[src/rtl/game_pkg.sv]
// Shared encodings and helpers for lane_game_core: FSM states, LFSR seed/taps, saturating score math.
// Pure declarations, no state, no latency, no flow control.
package game_pkg;

  localparam logic [1:0] ST_IDLE = 2'd0;
  localparam logic [1:0] ST_PLAY = 2'd1;
  localparam logic [1:0] ST_OVER = 2'd2;

  localparam logic [15:0] LFSR_SEED = 16'hACE1;
  // Right-shifting Fibonacci form: feedback bits 0,2,3,5 realise taps 16,14,13,11.
  localparam logic [15:0] LFSR_TAPS = 16'h002D;

  function automatic logic [31:0] sat_add_sub(input logic [31:0] base,
                                              input logic [3:0]  up,
                                              input logic [3:0]  down,
                                              input logic [31:0] max_val);
    logic [33:0] sum;
    sum = {2'b00, base} + {30'd0, up};
    if (sum < {30'd0, down}) return 32'd0;
    sum = sum - {30'd0, down};
    if (sum > {2'b00, max_val}) return max_val;
    return sum[31:0];
  endfunction

  function automatic logic [3:0] popcount8(input logic [7:0] v);
    logic [3:0] n;
    n = 4'd0;
    for (int i = 0; i < 8; i++) n = n + {3'b000, v[i]};
    return n;
  endfunction

endpackage

[src/rtl/lane_tracker.sv]
// One lane: tile position/active, hit/miss/stray detection against the pre-move y, in_zone.
// Registers update one clk after press/tick/spawn; no backpressure, events are flags for the top.
module lane_tracker #(
  parameter int Y_W      = 10,
  parameter int SCREEN_H = 480,
  parameter int ZONE_LO  = 380,
  parameter int ZONE_HI  = 420
) (
  input  logic           clk,
  input  logic           reset_n,
  input  logic           clear,
  input  logic           play,
  input  logic           tick,
  input  logic           press,
  input  logic           spawn,
  input  logic [Y_W-1:0] step,
  output logic [Y_W-1:0] tile_y,
  output logic           tile_active,
  output logic           in_zone,
  output logic           hit,
  output logic           miss,
  output logic           stray
);

  logic [Y_W:0] y_next;

  assign in_zone = tile_active && (tile_y >= Y_W'(ZONE_LO)) && (tile_y <= Y_W'(ZONE_HI));
  assign hit     = play && press && in_zone;
  assign stray   = play && press && !in_zone;
  assign y_next  = {1'b0, tile_y} + {1'b0, step};
  assign miss    = play && tick && tile_active && !hit && (y_next >= (Y_W+1)'(SCREEN_H));

  always_ff @(posedge clk or negedge reset_n) begin
    if (!reset_n) begin
      tile_y      <= '0;
      tile_active <= 1'b0;
    end else if (clear) begin
      tile_y      <= '0;
      tile_active <= 1'b0;
    end else if (play) begin
      // The spawner only picks lanes that are idle and not hit/missed, so spawn never collides.
      if (spawn) begin
        tile_y      <= '0;
        tile_active <= 1'b1;
      end else if (hit || miss) begin
        tile_y      <= '0;
        tile_active <= 1'b0;
      end else if (tick && tile_active) begin
        tile_y <= y_next[Y_W-1:0];
      end
    end
  end

endmodule

[src/rtl/lane_game_core.sv]
// lane_game_core: N-lane falling-tile game engine (FSM, LFSR spawner, scoring); GAME_SPEED_RAMP_EN adds a speed level.
// State and pulses update one clk after the inputs; no backpressure, buttons are sampled every cycle.
module lane_game_core
  import game_pkg::*;
#(
  parameter int NUM_LANES    = 4,
  parameter int Y_W          = 10,
  parameter int SCREEN_H     = 480,
  parameter int ZONE_LO      = 380,
  parameter int ZONE_HI      = 420,
  parameter int FRAME_DIV    = 833334,
  parameter int SPAWN_FRAMES = 60,
  parameter int FALL_STEP    = 4,
  parameter int LIVES        = 3,
  parameter int SCORE_W      = 16
) (
  input  logic                     clk,
  input  logic                     reset_n,
  input  logic                     start,
  input  logic [NUM_LANES-1:0]     btn,
  output logic [NUM_LANES*Y_W-1:0] tile_y,
  output logic [NUM_LANES-1:0]     tile_active,
  output logic [NUM_LANES-1:0]     in_zone,
  output logic [SCORE_W-1:0]       score,
  output logic [7:0]               combo,
  output logic [2:0]               lives,
  output logic [1:0]               state,
  output logic                     frame_tick,
  output logic                     hit_pulse,
  output logic                     miss_pulse
);

  localparam int LW = $clog2(NUM_LANES);
  localparam int FW = $clog2(FRAME_DIV + 1);
  localparam int SW = $clog2(SPAWN_FRAMES + 1);
  localparam logic [31:0] SCORE_MAX = 32'((64'd1 << SCORE_W) - 64'd1);

  logic [FW-1:0]        frame_cnt;
  logic [SW-1:0]        spawn_cnt;
  logic [15:0]          lfsr;
  logic [NUM_LANES-1:0] btn_prev;
  logic [NUM_LANES-1:0] press;
  logic [NUM_LANES-1:0] hit;
  logic [NUM_LANES-1:0] miss;
  logic [NUM_LANES-1:0] stray;
  logic [NUM_LANES-1:0] free;
  logic [NUM_LANES-1:0] spawn_vec;
  logic [LW-1:0]        lane_a;
  logic [LW-1:0]        lane_b;
  logic                 play;
  logic                 spawn_due;
  logic [Y_W-1:0]       step;
  logic [3:0]           h_cnt;
  logic [3:0]           m_cnt;
  logic [8:0]           combo_sum;

  assign frame_tick = (frame_cnt == FW'(FRAME_DIV - 1));
  // A start pulse overrides this cycle's play so the restart is clean.
  assign play       = (state == ST_PLAY) && !start;
  assign press      = btn & ~btn_prev;
  assign spawn_due  = play && frame_tick && (spawn_cnt == SW'(SPAWN_FRAMES - 1));
  assign lane_a     = lfsr[LW-1:0];
  assign lane_b     = lane_a + LW'(1);
  assign free       = ~tile_active & ~hit & ~miss;
  assign h_cnt      = popcount8(8'(hit));
  assign m_cnt      = popcount8(8'(miss));
  assign combo_sum  = {1'b0, combo} + {5'b00000, h_cnt};

  always_comb begin
    spawn_vec = '0;
    if (spawn_due) begin
      if (free[lane_a])      spawn_vec[lane_a] = 1'b1;
      else if (free[lane_b]) spawn_vec[lane_b] = 1'b1;
    end
  end

`ifdef GAME_SPEED_RAMP_EN
  localparam int STEP_MAX = 2 * FALL_STEP;
  logic [3:0]   level;
  logic [3:0]   hit_acc;
  logic [4:0]   acc_sum;
  logic [Y_W:0] step_sum;

  assign acc_sum  = {1'b0, hit_acc} + {1'b0, h_cnt};
  assign step_sum = (Y_W+1)'(FALL_STEP) + (Y_W+1)'(level);
  assign step     = (step_sum > (Y_W+1)'(STEP_MAX)) ? Y_W'(STEP_MAX) : step_sum[Y_W-1:0];

  // hit_acc wraps every 16 hits; at most 8 hits per cycle so one wrap per cycle suffices.
  always_ff @(posedge clk or negedge reset_n) begin
    if (!reset_n) begin
      level   <= 4'd0;
      hit_acc <= 4'd0;
    end else if (start) begin
      level   <= 4'd0;
      hit_acc <= 4'd0;
    end else if (play) begin
      hit_acc <= acc_sum[3:0];
      if (acc_sum[4] && level != 4'd15) level <= level + 4'd1;
    end
  end
`else
  assign step = Y_W'(FALL_STEP);
`endif

  for (genvar i = 0; i < NUM_LANES; i++) begin : g_lane
    lane_tracker #(
      .Y_W      (Y_W),
      .SCREEN_H (SCREEN_H),
      .ZONE_LO  (ZONE_LO),
      .ZONE_HI  (ZONE_HI)
    ) u_lane (
      .clk         (clk),
      .reset_n     (reset_n),
      .clear       (start),
      .play        (play),
      .tick        (frame_tick),
      .press       (press[i]),
      .spawn       (spawn_vec[i]),
      .step        (step),
      .tile_y      (tile_y[i*Y_W +: Y_W]),
      .tile_active (tile_active[i]),
      .in_zone     (in_zone[i]),
      .hit         (hit[i]),
      .miss        (miss[i]),
      .stray       (stray[i])
    );
  end

  always_ff @(posedge clk or negedge reset_n) begin
    if (!reset_n) begin
      frame_cnt  <= '0;
      lfsr       <= LFSR_SEED;
      btn_prev   <= '0;
      state      <= ST_IDLE;
      score      <= '0;
      combo      <= 8'd0;
      lives      <= 3'd0;
      spawn_cnt  <= '0;
      hit_pulse  <= 1'b0;
      miss_pulse <= 1'b0;
    end else begin
      frame_cnt  <= frame_tick ? '0 : frame_cnt + FW'(1);
      lfsr       <= {^(lfsr & LFSR_TAPS), lfsr[15:1]};
      btn_prev   <= btn;
      hit_pulse  <= |hit;
      miss_pulse <= |miss;
      if (start) begin
        state     <= ST_PLAY;
        score     <= '0;
        combo     <= 8'd0;
        lives     <= 3'(LIVES);
        spawn_cnt <= '0;
      end else if (state == ST_PLAY) begin
        // Registered on the lives value, so OVER appears one cycle after lives reads 0.
        if (lives == 3'd0) state <= ST_OVER;
        score <= SCORE_W'(sat_add_sub(32'(score), h_cnt, m_cnt, SCORE_MAX));
        if (m_cnt != 4'd0 || |stray) combo <= 8'd0;
        else if (combo_sum > 9'd255) combo <= 8'hFF;
        else combo <= combo_sum[7:0];
        if (m_cnt != 4'd0 && lives != 3'd0) lives <= lives - 3'd1;
        if (frame_tick) spawn_cnt <= (spawn_cnt == SW'(SPAWN_FRAMES - 1)) ? '0 : spawn_cnt + SW'(1);
      end
    end
  end

endmodule
[config.mk]
export PLATFORM = sky130hd
export DESIGN_NAME = lane_game_core
export DESIGN_NICKNAME = d
export VERILOG_FILES = /design/src/rtl/game_pkg.sv /design/src/rtl/lane_tracker.sv /design/src/rtl/lane_game_core.sv
export SDC_FILE = /design/constraint.sdc
export NUM_CORES = 1
export LEC_CHECK = 0
export ABC_AREA = 1
export BUFFER_PORTS_ARGS = -buffer_cell sky130_fd_sc_hd__buf_4
export CAP_MARGIN = 20
export CORE_MARGIN = 2
export CORE_UTILIZATION = 35
export DETAILED_ROUTE_END_ITERATION = 10
export PLACE_DENSITY = 0.57
export SKIP_LAST_GASP = 1
export SYNTH_ARGS = -nofsm -noshare
export SYNTH_HDL_FRONTEND = slang
export SYNTH_SLANG_ARGS = --single-unit
[constraint.sdc]
create_clock -name clk -period 5.2 [get_ports clk]
set_input_delay 1.56 -clock clk [delete_from_list [all_inputs] [get_ports clk]]
set_output_delay 1.56 -clock clk [all_outputs]
set_load 0.05 [all_outputs]
After elaboration in Yosys (flattened, before gate mapping)
Cells that the tools add are included.

Flip-flop bits (word level): 121. Input bits: 7.

Bitwise gates (word level): 7. Add/sub/neg operators: 17. Reductions and logical operators: 87. Equal/unequal tests: 3. Multiplexer cells: 75. Order comparisons: 19.

Operators by type and width (count): two-way mux 10 bit (20); two-way mux 16 bit (6); adder 10 x 3 -> 11 bit (second input constant) (4); greater-or-equal comparator 11 x 9 -> 1 bit (second input constant) (4); logical AND 1 bit (42); greater-or-equal comparator 10 x 9 -> 1 bit (second input constant) (4); <= comparator 10 x 9 -> 1 bit (second input constant) (4); > comparator 34 x 16 -> 1 bit (second input constant) (1); two-way mux 8 bit (4); two-way mux 1 bit (27); two-way mux 6 bit (4); AND reduction 2 bit (11); adder 20 x 1 -> 20 bit (second input constant) (1); == test 20 bit (second input constant) (1); two-way mux 20 bit (1); nonzero test 4 bit (5); subtractor 17 x 4 -> 18 bit (1); adder 16 x 4 -> 17 bit (1); less-than comparator 17 x 4 -> 1 bit (1); NOT 4 bit (4); XOR reduction 16 bit (1); nonzero test 3 bit (5); bitwise AND 4 bit (3); two-way mux 4 bit (3); 21 further kinds (50).

Logic depth before layout (Yosys ltp)
Gate-level depths: netlist of the first run.

Word-level depth: 21. Depth in mapped cells: 30.

Hierarchy
Synthesis of the first run repeated with hierarchy kept, for this count alone.

Cell total of the unflattened synthesis: 1433. Area, all modules: 10179.8 um^2.

By module, submodules not included: lane_game_core (area an instance 5129.9 um^2, seq. area each 1936.9 um^2, times used 1, cells an instance 657); lane_tracker (g_lane[1].u_lane ...) (area an instance 1253.7 um^2, seq. area each 275.3 um^2, times used 3, cells an instance 194); lane_tracker (g_lane[0].u_lane) (area an instance 1288.7 um^2, seq. area each 275.3 um^2, times used 1, cells an instance 194).

Worst setup path after synthesis of the first run
OpenSTA, ideal clock, no wires.

Kind: input port to flip-flop. From: in start. To: reg score[15]. Path buffers: 1. Arrival time: 5628 ps. Setup time: 120 ps. Stages on the path: 24. Setup slack: -548 ps. Path through: buf_2 > nor2_1 > inv_1 > nor3_1 > nand2_1 > inv_1 > fa_1 > ha_1 > ha_1 > fa_1 > xnor2_1 > inv_1 > ha_1 > inv_1 > or2_2 > nand2_1 > nor2_4 > nand3_2 > nor2_8 > nand3_4 > nand2_4 > nand3_4 > o21bai_2 > nand2_1.

Word-level cells in the longest chain between the ends: 20. Elaborated cells on any way between the ends: 50.

RTL lines: from (decl) (line lane_game_core.sv:19) `input logic start,`; parallel branches: the longest is 20 deep, another holds > comparator 34 x 16 -> 1 bit; to (signal assigned) (line lane_game_core.sv:156) `score <= SCORE_W'(sat_add_sub(32'(score), h_cnt, m_cnt, SCORE_MAX));`; to (decl) (line lane_game_core.sv:24) `output logic [SCORE_W-1:0] score,`.

Several ways; the timed one is not identified. The select of a mux whose other input is x is not followed. A chain may end at the register's enable or synchronous reset.

Worst setup path after layout of the first run
From: in start. To: reg score[3].

Same word-level chain as after synthesis.

==> key figures, run 1 <==
Synth
  – Top cell type's share of synthesized area: 33.8%
  – Ys flop type: dfrtp_1
  – Synth Instances: 979
  – Number of synthesized flops with an enable pin: 0
  – Post-Syn Area: 7770 um2
  – Most frequent cells after synthesis: nand2_1 (201), inv_1 (141), dfrtp_1 (105)
  – Synth unique cells: 56
  – Number of synthesized register bits: 113
  – Register area share after synthesis: 36.5%
  – Async set or reset register ratio after synthesis: 100%
  – Syn avg cell area: 7.93 um2
  – Area contributors post-synth: dfrtp_1 (34%), nand2_1 (9.7%), inv_1 (6.8%)
  – Cell taking the most area after synthesis: dfrtp_1
  – Count leader, synth: nand2_1
  – Synth warn: 0

Power
  – VDD IR max: 0.200 mV
  – Post-layout total power: 2.22 mW
  – Leak pwr: 4.86 nW
  – Power Dens Cells: 233 nW/um2

Run
  – Max Cap Violations: 0

Critical path
  – Arr. time, crit path: 5.30 ns
  – Startpoint Class: input port
  – WP buf/inv: 3
  – Max stage delay cell, worst path: fa_2
  – Crit path cell chain: buf_4 -> nor2_4 -> inv_2 -> nor3_2 -> nand2_1 -> inv_2 -> fa_1 -> ha_1 -> ha_2 -> fa_2 -> ha_1 -> a21oi_1 -> nor2_1 -> nor2_1 -> nand3_1 -> nor2_2 -> nand3_2 -> nor2_2 -> nand3_4 -> nand3_4 -> o21bai_4 -> nand2_1
  – Critical Path End Type: flop
  – CP max FO: 10
  – Setup Crit Path Kind: input port to flop
  – Kind of cell adding the most delay to the critical path: adder cells
  – Critical Path RT: 5.56 ns
  – Crit-path max cell delay: 0.54 ns

Global route
  – Global-route wire length before repair: 32.9 mm
  – Overall Global Routing Usage: 17.4%
  – Initial antenna violation count: 0
  – Largest net degree at the start of global routing: 74
  – Vias in the first global route: 6,425
  – Congestion Overflow GR: 0

CTS
  – CTS root buffer: clkbuf_16
  – Clock Latency Late Sink: 0.42 ns
  – Cts bufs inserted: 17
  – CTS sink cnt: 113
  – Clock buffer depth: 2
  – Post-CTS Setup Bufs: 0
  – CTS tree: built
  – Clock transition at path regs: 0.06 ns
  – Maximum level of the CTS H-tree: 4
  – Hold-fix buffers, CTS: 0
  – Post-CTS sizing: 0

Placement
  – HPWL Detailed: 15.2 mm
  – Worst slack, placed: -0.172 ns
  – Cell Area, Placed: 8900 um2
  – DP Cell Count: 1,359
  – I/O Buffers: 78
  – Gpl congestion: 0.857

Status
  – Status: completed

Drt
  – Number of DRC markers in iteration 0: 450
  – Post-route DRC: 0
  – Vias: 6,743
  – Antenna viol nets, final: 0
  – Vias per Instance: 4.85
  – Total Wirelength: 19.8 mm
  – Drt pass-1 iters: 5
  – WL per Instance: 14.2 um

Cells and area
  – Fraction of layout cells with a size suffix above 1: 22.9%
  – Layout Nets: 1,150
  – N_diodes: 0
  – Fin cells: 1,391
  – Area Overhead vs Synth: 23.0%
  – Fillers: 2,224
  – Fin util: 43.8%
  – Post-Layout Inst Area: 9550 um2

Timing
  – RSZ-0062 raised after global routing: true
  – Setup TNS: 0 ns
  – Hold Vio Cnt, Final: 0
  – Worst slew margin: 35.4%
  – Max Clk Rate: 202 MHz
  – Final Hold Slack: 0.348 ns
  – Final setup skew: 0.00867 ns
  – Count of final setup violators: 0
  – Crit share post-route: 95.1%
  – Fin crit period: 4.95 ns
  – Slew @ Worst Pin: 0.969 ns
  – Final slew viol count: 0
  – Final worst slack: 0.255 ns

Floorplanning
  – Placeable Area: 21,800 um2
  – Die width: 153 um
  – Row count: 54
  – Io pins: 87
  – Die ar.: 23,400 um2
  – Initial core utilization: 35.6%
  – Die Ht: 153 um

Worst hold path
  – Worst hold path class: flop to flop
==> path summary, 6_finish.rpt <==
kind | start | to | slack, ns | cells after the start
max | start | score[3]$_DFFE_PN0P_ | 0.25 | 22
min | lfsr[6]$_DFF_PN1_ | lfsr[5]$_DFF_PN1_ | 0.35 | 0
max reg2reg | g_lane[0].u_lane.tile_y[2]$_DFFE_PN0P_ | score[3]$_DFFE_PN0P_ | 0.45 | 22
min reg2reg | lfsr[6]$_DFF_PN1_ | lfsr[5]$_DFF_PN1_ | 0.35 | 0
max in group asynchronous | reset_n | score[14]$_DFFE_PN0P_ | 3.00 | 2
min in group asynchronous | reset_n | lfsr[12]$_DFF_PN0_ | 1.30 | 1
==> sequential cells by signal, summed over array words and instances, names as in the netlist <==
| signal | count |
|---|---|
| lives | 3 |
| combo | 8 |
| g_lane.u_lane.tile_active | 4 |
| score | 16 |
| g_lane.u_lane.tile_y | 32 |
| spawn_cnt | 6 |
| hit_pulse | 1 |
| lfsr | 16 |
| miss_pulse | 1 |
| frame_cnt | 20 |
| btn_prev | 4 |
| state | 2 |
==> cell families (layout without fill, tap and decap cells) <==
group                    count (synthesis)  after routing  synth area share, %
XOR/XNOR                                41             41                 4.62
multiplexers                             1              1                0.129
AND/OR/NAND/NOR                        492            492                 32.8
adder cells (fa/ha/maj)                 45             45                 7.73
other                                    1              8               0.0483
AO/OA/AOI/OAI                          105            105                 8.10
buffers and inverters                  181            306                 10.0
flip-flops                             113            113                 36.5
==> final cells by class <==
type	instances	area, um2	share of cell area (%)
inverters	156	588	6.16
clock buffers	23	498	5.21
well taps	280	350	3.67
repair buffers	118	898	9.40
clock inverters	9	151	1.58
multi-input cells	692	4230	44.3
flip-flops and latches	113	2840	29.7
==> layer usage <==
layer / up-vias / wire length (um) / track usage [%]
met5: - / 0 / 0
met4: 0 / 454 / 6.22
met3: 29 / 859 / 2.89
met2: 133 / 9020 / 27.0
met1: 3154 / 9470 / 24.5
li1: 3427 / - / -
==> worst register-to-register path: stages (launching register included) <==
cell      delay, ns
dfrtp_1        0.44
ha_1           0.27
or2_2          0.30
a31oi_1        0.23
nor2_1         0.16
nand2_1        0.11
inv_1          0.06
fa_1           0.43
ha_1           0.33
ha_2           0.20
fa_2           0.54
ha_1           0.23
a21oi_1        0.15
nor2_1         0.07
nor2_1         0.10
nand3_1        0.12
nor2_2         0.13
nand3_2        0.13
nor2_2         0.18
nand3_4        0.16
nand3_4        0.21
o21bai_4       0.08
nand2_1        0.06
==> power by group <==
group | switching, mW | internal (mW)
clock network | 0.414 | 0.864
registers | 0.000484 | 0.882
logic | 0.0514 | 0.0131
total | 0.465 | 1.76
==> cells in the final DEF, fill, tap and decap left out, types with 4 or more instances in the layout <==
cell / netlist / layout
clkbuf_16: 0 / 17
nand3_1: 64 / 64
a22oi_1: 4 / 4
fa_1: 5 / 4
nor3_2: 3 / 4
buf_4: 16 / 117
nand4_1: 52 / 52
o21bai_2: 7 / 6
a31oi_1: 5 / 5
inv_1: 141 / 138
conb_1: 1 / 8
nor4_1: 7 / 7
nor2_1: 75 / 73
nor2_4: 3 / 4
nand3_4: 3 / 4
dfstp_2: 8 / 8
nand2_1: 201 / 200
nor2_2: 6 / 7
a21oi_1: 19 / 19
nor2_8: 4 / 4
inv_2: 12 / 15
o22ai_1: 8 / 8
nand2_4: 10 / 10
xor2_1: 33 / 33
o21ai_1: 4 / 4
dfrtp_1: 105 / 105
bufinv_16: 0 / 4
o21ai_0: 49 / 49
nor3_1: 23 / 22
xnor2_1: 8 / 8
clkbuf_8: 0 / 5
ha_1: 40 / 38
nand2_2: 16 / 17
nand3_2: 10 / 9
Power figures use the tool's default switching activity.
==> run 2, diff against run 1 <==
--- a/config.mk
+++ b/config.mk
@@ -5,14 +5,13 @@
 export SDC_FILE = /design/constraint.sdc
 export NUM_CORES = 1
 export LEC_CHECK = 0
-export ABC_AREA = 1
+export ABC_AREA = 0
 export BUFFER_PORTS_ARGS = -buffer_cell sky130_fd_sc_hd__buf_4
 export CAP_MARGIN = 20
 export CORE_MARGIN = 2
 export CORE_UTILIZATION = 35
 export DETAILED_ROUTE_END_ITERATION = 10
-export PLACE_DENSITY = 0.57
-export SKIP_LAST_GASP = 1
+export PLACE_DENSITY = 0.58
 export SYNTH_ARGS = -nofsm -noshare
 export SYNTH_HDL_FRONTEND = slang
 export SYNTH_SLANG_ARGS = --single-unit
==> key figures, run 2 <==
Cells and area
  – Max reg flops: 32 (unchanged)
  – Top Registers: g_lane.u_lane.tile_y: 32 flops, frame_cnt: 20 flops (unchanged)
  – Fraction of layout cells with a size suffix above 1: 28.4% (was 22.9%)
  – Most frequent cells in the layout: buf_4 (172), dfrtp_1 (104), nor2_1 (71) (was nand2_1 (200), inv_1 (138), buf_4 (117))
  – N_diodes: 0 (unchanged)
  – Area Overhead vs Synth: 33.3% (was 23.0%)
  – Layout Nets: 982 (was 1,150)
  – Post-Layout Inst Area: 9440 um2 (was 9550 um2)
  – Leading cell type in the layout, fill and taps excluded: buf_4 (was nand2_1)
  – Biggest register: g_lane.u_lane.tile_y (unchanged)

Critical path
  – Worst flop-to-flop path startpoint: g_lane[0].u_lane.tile_y[2]$_DFFE_PN0P_ (unchanged)
  – Arr. time, crit path: 5.46 ns (was 5.30 ns)
  – CP Depth: 19 (was 22)
  – Setup Crit Path Kind: input port to flop (unchanged)
  – CP max FO: 8 (was 10)
  – Crit. Startpoint: start (unchanged)
  – R2R setup slack: 0.18 ns (was 0.45 ns)
  – Max stage delay cell, worst path: fa_1 (was fa_2)
  – Startpoint Class: input port (unchanged)
  – Worst setup path end: score[15]$_DFFE_PN0P_ (was score[3]$_DFFE_PN0P_)
  – Kind of cell adding the most delay to the critical path: compound AO/OA/AOI/OAI gates (was adder cells)
  – WP buf/inv: 4 (was 3)
  – Crit-path max cell delay: 0.45 ns (was 0.54 ns)
  – Critical Path RT: 5.50 ns (was 5.56 ns)
  – Crit path cell chain: buf_12 -> clkinv_8 -> nand2_8 -> or3_4 -> inv_2 -> fa_1 -> ha_4 -> ha_4 -> fa_2 -> a21boi_2 -> o21a_1 -> mux2i_2 -> o41ai_4 -> nand4_4 -> o31a_1 -> nor2_4 -> buf_12 -> o21ai_2 -> a22o_1 (was buf_4 -> nor2_4 -> inv_2 -> nor3_2 -> nand2_1 -> inv_2 -> fa_1 -> ha_1 -> ha_2 -> fa_2 -> ha_1 -> a21oi_1 -> nor2_1 -> nor2_1 -> nand3_1 -> nor2_2 -> nand3_2 -> nor2_2 -> nand3_4 -> nand3_4 -> o21bai_4 -> nand2_1)
  – R2R Path End: score[15]$_DFFE_PN0P_ (was score[3]$_DFFE_PN0P_)
  – Critical Path End Type: flop (unchanged)
  – Worst R2R Path Depth: 23 (was 22)

Drt
  – Antenna viol nets, final: 0 (unchanged)
  – Vias: 6,046 (was 6,743)
  – Vias per Instance: 4.98 (was 4.85)
  – Number of DRC markers in iteration 0: 293 (was 450)
  – Drt pass-1 iters: 7 (was 5)
  – Post-route DRC: 0 (unchanged)
  – WL per Instance: 14.8 um (was 14.2 um)
  – Total Wirelength: 17.9 mm (was 19.8 mm)

CTS
  – CTS tree: built (unchanged)
  – Hold-fix buffers, CTS: 0 (unchanged)
  – CTS sink cnt: 113 (unchanged)
  – Clock buffer depth: 2 (unchanged)
  – Clock Latency Late Sink: 0.41 ns (was 0.42 ns)
  – Cts bufs inserted: 17 (unchanged)
  – Clock transition at path regs: 0.06 ns (about the same)
  – Maximum level of the CTS H-tree: 4 (unchanged)
  – CTS root buffer: clkbuf_16 (unchanged)

Synth
  – Count leader, synth: dfrtp_1 (was nand2_1)
  – Most frequent cells after synthesis: dfrtp_1 (105), nor2_1 (72), nand2_1 (66) (was nand2_1 (201), inv_1 (141), dfrtp_1 (105))
  – Async set or reset register ratio after synthesis: 100% (unchanged)
  – Syn avg cell area: 9.28 um2 (was 7.93 um2)
  – Top cell type's share of synthesized area: 37.1% (was 33.8%)
  – Post-Syn Area: 7080 um2 (was 7770 um2)
  – Number of synthesized register bits: 113 (unchanged)
  – Synth unique cells: 67 (was 56)
  – Synth Instances: 763 (was 979)
  – Register area share after synthesis: 40.1% (was 36.5%)
  – Ys flop type: dfrtp_1 (unchanged)
  – Area contributors post-synth: dfrtp_1 (37%), ha_1 (7.1%), xnor2_1 (4.3%) (was dfrtp_1 (34%), nand2_1 (9.7%), inv_1 (6.8%))
  – Number of synthesized flops with an enable pin: 0 (unchanged)
  – Cell taking the most area after synthesis: dfrtp_1 (unchanged)
  – Synth warn: 0 (unchanged)

Status
  – Status: completed (unchanged)

Global route
  – Global-route wire length before repair: 29.3 mm (was 32.9 mm)
  – Overall Global Routing Usage: 16.9% (was 17.4%)
  – Vias in the first global route: 5,684 (was 6,425)
  – Largest net degree at the start of global routing: 62 (was 74)
  – Initial antenna violation count: 0 (unchanged)
  – Congestion Overflow GR: 0 (unchanged)

Timing
  – Count of final setup violators: 0 (unchanged)
  – Slew @ Worst Pin: 0.699 ns (was 0.969 ns)
  – Fin crit period: 5.16 ns (was 4.95 ns)
  – Final slew viol count: 0 (unchanged)
  – Crit share post-route: 99.2% (was 95.1%)
  – Final Hold Slack: 0.351 ns (was 0.348 ns)
  – Worst slew margin: 53.4% (was 35.4%)
  – Hold Vio Cnt, Final: 0 (unchanged)
  – Setup TNS: 0 ns (unchanged)
  – Max Clk Rate: 194 MHz (was 202 MHz)
  – RSZ-0062 raised after global routing: true (unchanged)
  – Final setup skew: 0.00859 ns (was 0.00867 ns)

Floorplanning
  – Placeable Area: 20,000 um2 (was 21,800 um2)
  – Row count: 52 (was 54)
  – Initial core utilization: 35.3% (was 35.6%)
  – Die ar.: 21,400 um2 (was 23,400 um2)
  – Die Ht: 146 um (was 153 um)
  – Die width: 146 um (was 153 um)
  – Io pins: 87 (unchanged)

Power
  – Power Dens Cells: 235 nW/um2 (was 233 nW/um2)
  – Leak pwr: 4.42 nW (was 4.86 nW)
  – VDD IR max: 0.225 mV (was 0.200 mV)

Placement
  – Gpl congestion: 0.879 (was 0.857)
  – I/O Buffers: 78 (unchanged)
  – HPWL Detailed: 12.9 mm (was 15.2 mm)
  – Cell Area, Placed: 8540 um2 (was 8900 um2)

Worst hold path
  – Worst hold path class: flop to flop (unchanged)

Run
  – Max Cap Violations: 0 (unchanged)
-- run 2: changes by cell type after synthesis, sizes merged, moves of 13 or more --
cell   delta
nor2b    +13
nand4    -28
inv     -109
nand2   -162
a21oi    +26
a21o     +17
nand3    -51
xnor2    +28
and3     +16
nor2     -15
nor3     -17
-- run 2: metrics by stage --
step | worst slack, ns | power (mW) | util [%] | cells
finish | 0.0423 | 2.22 | 47.1 | 1213
global route | -0.144 | 2.29 | 47.1 | 1213
CTS | -0.000726 | 2.24 | 46.0 | 1198
detailed placement | -0.530 | 0.970 | 42.6 | 1164
global placement | -0.472 | 0.970 | 42.6 | 1164
floorplan | -0.257 | 0.934 | - | 770
-- run 2: power by group --
part | total (mW) | internal (mW) | switching [mW]
Clock | 1.26 | 0.827 | 0.432
Sequential | 0.882 | 0.882 | 0.000370
Combinational | 0.0780 | 0.0243 | 0.0537
-- run 2: repair_timing --
| item | 4_1_cts | 5_1_grt |
|---|---|---|
| cloned | 0 | 1 |
| setup buffers | 2 | 14 |
| hold endpoints to repair | 0 | 0 |
| endpoints found under the setup margin | 16 | 16 |
| gates resized for setup | 6 | 24 |
| pin swaps | 5 | 20 |
-- run 2: cells by family after synthesis --
group,count (synthesis),share of synthesized area [%]
simple gates,283,20.5
compound gates,165,15.7
flops,113,40.1
buf+inv,84,5.67
xor+xnor,65,8.15
fa+ha+maj,45,8.48
mux,7,1.34
other cells,1,0.0530
-- run 2: worst min-delay path by stage --
stage | start | end | slack (ns) | depth (start not counted)
global placement | lfsr[4]$_DFF_PN0_ | lfsr[3]$_DFF_PN0_ | 0.33 | 0
finish | lfsr[12]$_DFF_PN0_ | lfsr[11]$_DFF_PN1_ | 0.35 | 0
detailed placement | lfsr[4]$_DFF_PN0_ | lfsr[3]$_DFF_PN0_ | 0.34 | 0
CTS | lfsr[4]$_DFF_PN0_ | lfsr[3]$_DFF_PN0_ | 0.35 | 0
floorplan | lfsr[4]$_DFF_PN0_ | lfsr[3]$_DFF_PN0_ | 0.33 | 0
global route | lfsr[7]$_DFF_PN1_ | lfsr[6]$_DFF_PN1_ | 0.35 | 0
-- run 2: per-layer routing --
layer,part of all wire (%),up-vias,global-route usage [%]
met5,0,-,0
li1,-,2976,-
met1,49,2907,24.5
met2,45,148,26.0
met3,4.5,15,3.72
met4,0.93,0,3.79
-- run 2: area by class of cell --
type | count | area, um2
flip-flops and latches | 113 | 2840
well taps | 270 | 338
clock buffers | 19 | 453
multi-input cells | 573 | 4030
inverters | 46 | 185
fillers | 1942 | 10600
clock inverters | 13 | 181
repair buffers | 179 | 1410
-- run 2: worst register-to-register path, cell delays in order (launching register included) --
cell and delay, ns:
dfrtp_2 0.43, inv_1 0.08, ha_1 0.14, o21bai_1 0.06, a21oi_1 0.16, nand2_1 0.06, o21ai_0 0.08, nand4b_1 0.20
or3_4 0.38, inv_2 0.06, fa_1 0.45, ha_4 0.27, ha_4 0.16, fa_2 0.36, a21boi_2 0.17, o21a_1 0.24
mux2i_2 0.18, o41ai_4 0.34, nand4_4 0.19, o31a_1 0.36, nor2_4 0.14, buf_12 0.14, o21ai_2 0.05, a22o_1 0.21
==> run 3, diff against run 2 <==
--- a/config.mk
+++ b/config.mk
@@ -8,10 +8,13 @@
 export ABC_AREA = 0
 export BUFFER_PORTS_ARGS = -buffer_cell sky130_fd_sc_hd__buf_4
 export CAP_MARGIN = 20
+export CELL_PAD_IN_SITES_DETAIL_PLACEMENT = 1
+export CELL_PAD_IN_SITES_GLOBAL_PLACEMENT = 1
 export CORE_MARGIN = 2
 export CORE_UTILIZATION = 35
+export CTS_CLUSTER_SIZE = 30
 export DETAILED_ROUTE_END_ITERATION = 10
-export PLACE_DENSITY = 0.58
+export PLACE_DENSITY = 0.7
 export SYNTH_ARGS = -nofsm -noshare
 export SYNTH_HDL_FRONTEND = slang
 export SYNTH_SLANG_ARGS = --single-unit
==> key figures, run 3 (synthesized netlist as in run 2, its figures left out) <==
Global route
  – Overall Global Routing Usage: 20.3% (was 16.9%)
  – Vias in the first global route: 6,561 (was 5,684)
  – Largest net degree at the start of global routing: 50 (was 62)
  – Congestion Overflow GR: 0 (unchanged)
  – Initial antenna violation count: 0 (unchanged)
  – Global-route wire length before repair: 34.7 mm (was 29.3 mm)

Floorplanning
  – Row count: 52 (unchanged)
  – Die ar.: 21,400 um2 (unchanged)
  – Placeable Area: 20,000 um2 (unchanged)
  – Die width: 146 um (unchanged)
  – Initial core utilization: 35.3% (unchanged)
  – Die Ht: 146 um (unchanged)
  – Io pins: 87 (unchanged)

CTS
  – Maximum level of the CTS H-tree: 4 (unchanged)
  – Cts bufs inserted: 17 (unchanged)
  – CTS tree: built (unchanged)
  – CTS root buffer: clkbuf_16 (unchanged)
  – Clock buffer depth: 2 (unchanged)
  – CTS sink cnt: 113 (unchanged)
  – Hold-fix buffers, CTS: 0 (unchanged)
  – Clock transition at path regs: 0.05 ns (was 0.06 ns)
  – Clock Latency Late Sink: 0.43 ns (was 0.41 ns)

Timing
  – Final worst slack: -0.217 ns (was 0.0423 ns)
  – Worst slew margin: 55.4% (was 53.4%)
  – Final Hold Slack: 0.348 ns (was 0.351 ns)
  – Hold Vio Cnt, Final: 0 (unchanged)
  – Fin crit period: 5.42 ns (was 5.16 ns)
  – Max Clk Rate: 185 MHz (was 194 MHz)
  – Crit share post-route: 104% (was 99.2%)
  – Count of final setup violators: 16 (was 0)
  – Slew @ Worst Pin: 0.667 ns (was 0.699 ns)
  – RSZ-0062 raised after global routing: true (unchanged)
  – Final setup skew: 0.00921 ns (was 0.00859 ns)
  – Final slew viol count: 0 (unchanged)

Power
  – Sw Ratio: 22.3% (was 21.9%)
  – Logic gate share of total power: 3.8% (was 3.5%)
  – Leak pwr: 4.55 nW (was 4.42 nW)
  – Part of the power in the clock network: 55.4% (was 56.7%)
  – Seq pwr share: 40.8% (was 39.8%)
  – Internal power: 1.68 mW (was 1.73 mW)
  – P_sw: 483 uW (was 486 uW)
  – Power Dens Cells: 224 nW/um2 (was 235 nW/um2)
  – VDD IR max: 0.206 mV (was 0.225 mV)

Status
  – Status: finished, violations left (was completed)
  – Violated checks: negative setup slack

Cells and area
  – Top Registers: g_lane.u_lane.tile_y: 32 flops, frame_cnt: 20 flops (unchanged)
  – Max reg flops: 32 (unchanged)
  – Biggest register: g_lane.u_lane.tile_y (unchanged)
  – Area Overhead vs Synth: 36.6% (was 33.3%)
  – N_diodes: 0 (unchanged)
  – Fin cells: 1,235 (was 1,213)
  – Leading cell type in the layout, fill and taps excluded: buf_4 (unchanged)
  – Fillers: 2,342 (was 1,942)
  – Fraction of layout cells with a size suffix above 1: 31.3% (was 28.4%)
  – Most frequent cells in the layout: buf_4 (190), dfrtp_1 (103), nor2_1 (70) (was buf_4 (172), dfrtp_1 (104), nor2_1 (71))
  – Layout Nets: 1,005 (was 982)

Drt
  – Antenna viol nets, final: 0 (unchanged)
  – Drt pass-1 iters: 6 (was 7)
  – Post-route DRC: 0 (unchanged)
  – Vias per Instance: 5.18 (was 4.98)
  – Total Wirelength: 22.5 mm (was 17.9 mm)
  – Number of DRC markers in iteration 0: 308 (was 293)
  – Vias: 6,393 (was 6,046)
  – WL per Instance: 18.2 um (was 14.8 um)

Critical path
  – Crit. Startpoint: start (unchanged)
  – Critical Path RT: 5.51 ns (was 5.50 ns)
  – Startpoint Class: input port (unchanged)
  – R2R Path End: score[15]$_DFFE_PN0P_ (unchanged)
  – Arr. time, crit path: 5.73 ns (was 5.46 ns)
  – CP max FO: 6 (was 8)
  – Worst R2R Path Depth: 24 (was 23)
  – R2R setup slack: -0.16 ns (was 0.18 ns)
  – Worst setup path end: score[15]$_DFFE_PN0P_ (unchanged)
  – Setup Crit Path Kind: input port to flop (unchanged)
  – Worst flop-to-flop path startpoint: g_lane[3].u_lane.tile_y[3]$_DFFE_PN0P_ (was g_lane[0].u_lane.tile_y[2]$_DFFE_PN0P_)
  – Critical Path End Type: flop (unchanged)

Worst hold path
  – Hold path cells: 0 (unchanged)
  – Worst hold path class: flop to flop (unchanged)

Placement
  – I/O Buffers: 78 (unchanged)
  – HPWL Detailed: 15.0 mm (was 12.9 mm)
  – DP Cell Count: 1,173 (was 1,164)
  – Gpl congestion: 0.826 (was 0.879)

Run
  – Max Cap Violations: 0 (unchanged)
-- run 3: area by class of cell --
type | count | area, um2 | area share, %
Multi-Input combinational cell | 573 | 4130 | 42.7
Timing Repair Buffer | 202 | 1590 | 16.4
Inverter | 46 | 185 | 1.91
Clock buffer | 21 | 460 | 4.76
Tap cell | 270 | 338 | 3.49
Sequential cell | 113 | 2840 | 29.4
Clock inverter | 10 | 135 | 1.40
-- run 3: power groups by stage --
| stage | combinational, mW | clock (mW) | sequential [mW] |
|---|---|---|---|
| 3_3_place_gp | 0.0731 | 0 | 0.897 |
| 4_1_cts | 0.0780 | 1.22 | 0.882 |
| 5_1_grt | 0.0894 | 1.27 | 0.882 |
| 6_report | 0.0821 | 1.20 | 0.882 |
| 2_1_floorplan | 0.0369 | 0 | 0.898 |
| 3_5_place_dp | 0.0742 | 0 | 0.897 |
-- run 3: metrics by stage --
stage / power, mW / cell area (um2) / TNS, ns / util [%] / worst slack [ns]
final: 2.16 / 9670 / -2.72 / 48.3 / -0.217
after global routing: 2.24 / 9670 / -5.67 / 48.3 / -0.413
after global placement: 0.970 / 8590 / -6.67 / 42.9 / -0.448
after CTS: 2.18 / 9310 / -0.528 / 46.5 / -0.0729
after floorplan: 0.934 / 7180 / -3.53 / - / -0.257
after detailed placement: 0.972 / 8590 / -8.92 / 42.9 / -0.618
-- run 3: worst min-delay path by stage --
stage                       start                  to
5_1_grt         lfsr[4]$_DFF_PN0_   lfsr[3]$_DFF_PN0_
6_report       lfsr[12]$_DFF_PN0_  lfsr[11]$_DFF_PN1_
2_1_floorplan   lfsr[4]$_DFF_PN0_   lfsr[3]$_DFF_PN0_
4_1_cts        lfsr[12]$_DFF_PN0_  lfsr[11]$_DFF_PN1_
3_5_place_dp    lfsr[9]$_DFF_PN0_   lfsr[8]$_DFF_PN0_
3_3_place_gp    lfsr[9]$_DFF_PN0_   lfsr[8]$_DFF_PN0_
-- run 3: timing repair --
item	CTS	global route
setup buffers	4	26
gates cloned	0	1
resized for setup	23	34
setup endpoints to repair	16	16
pin swaps	8	27
-- run 3: metal layers --
layer,up-vias,share of wire (%),track usage (%),routed length (um)
met3,23,3.5,4.16,784
met2,122,51,33.8,11400
met1,3224,44,26.8,9910
li1,3024,-,-,-
met4,0,1.5,6.21,329
met5,-,0,0,0
-- run 3: worst max-delay path, stage by stage --
cell and delay [ns]:
buf_12 0.12, clkinv_8 0.05, nand2_8 0.04, or3_4 0.37, inv_2 0.06, fa_1 0.47
ha_4 0.22, ha_4 0.30, ha_1 0.23, a21oi_1 0.35, o21a_2 0.29, buf_4 0.16
o211ai_1 0.14, o41ai_4 0.09, buf_4 0.17, nand3b_1 0.18, buf_6 0.19, a211oi_2 0.24
xnor2_1 0.17, o21ai_1 0.10, a22o_1 0.21
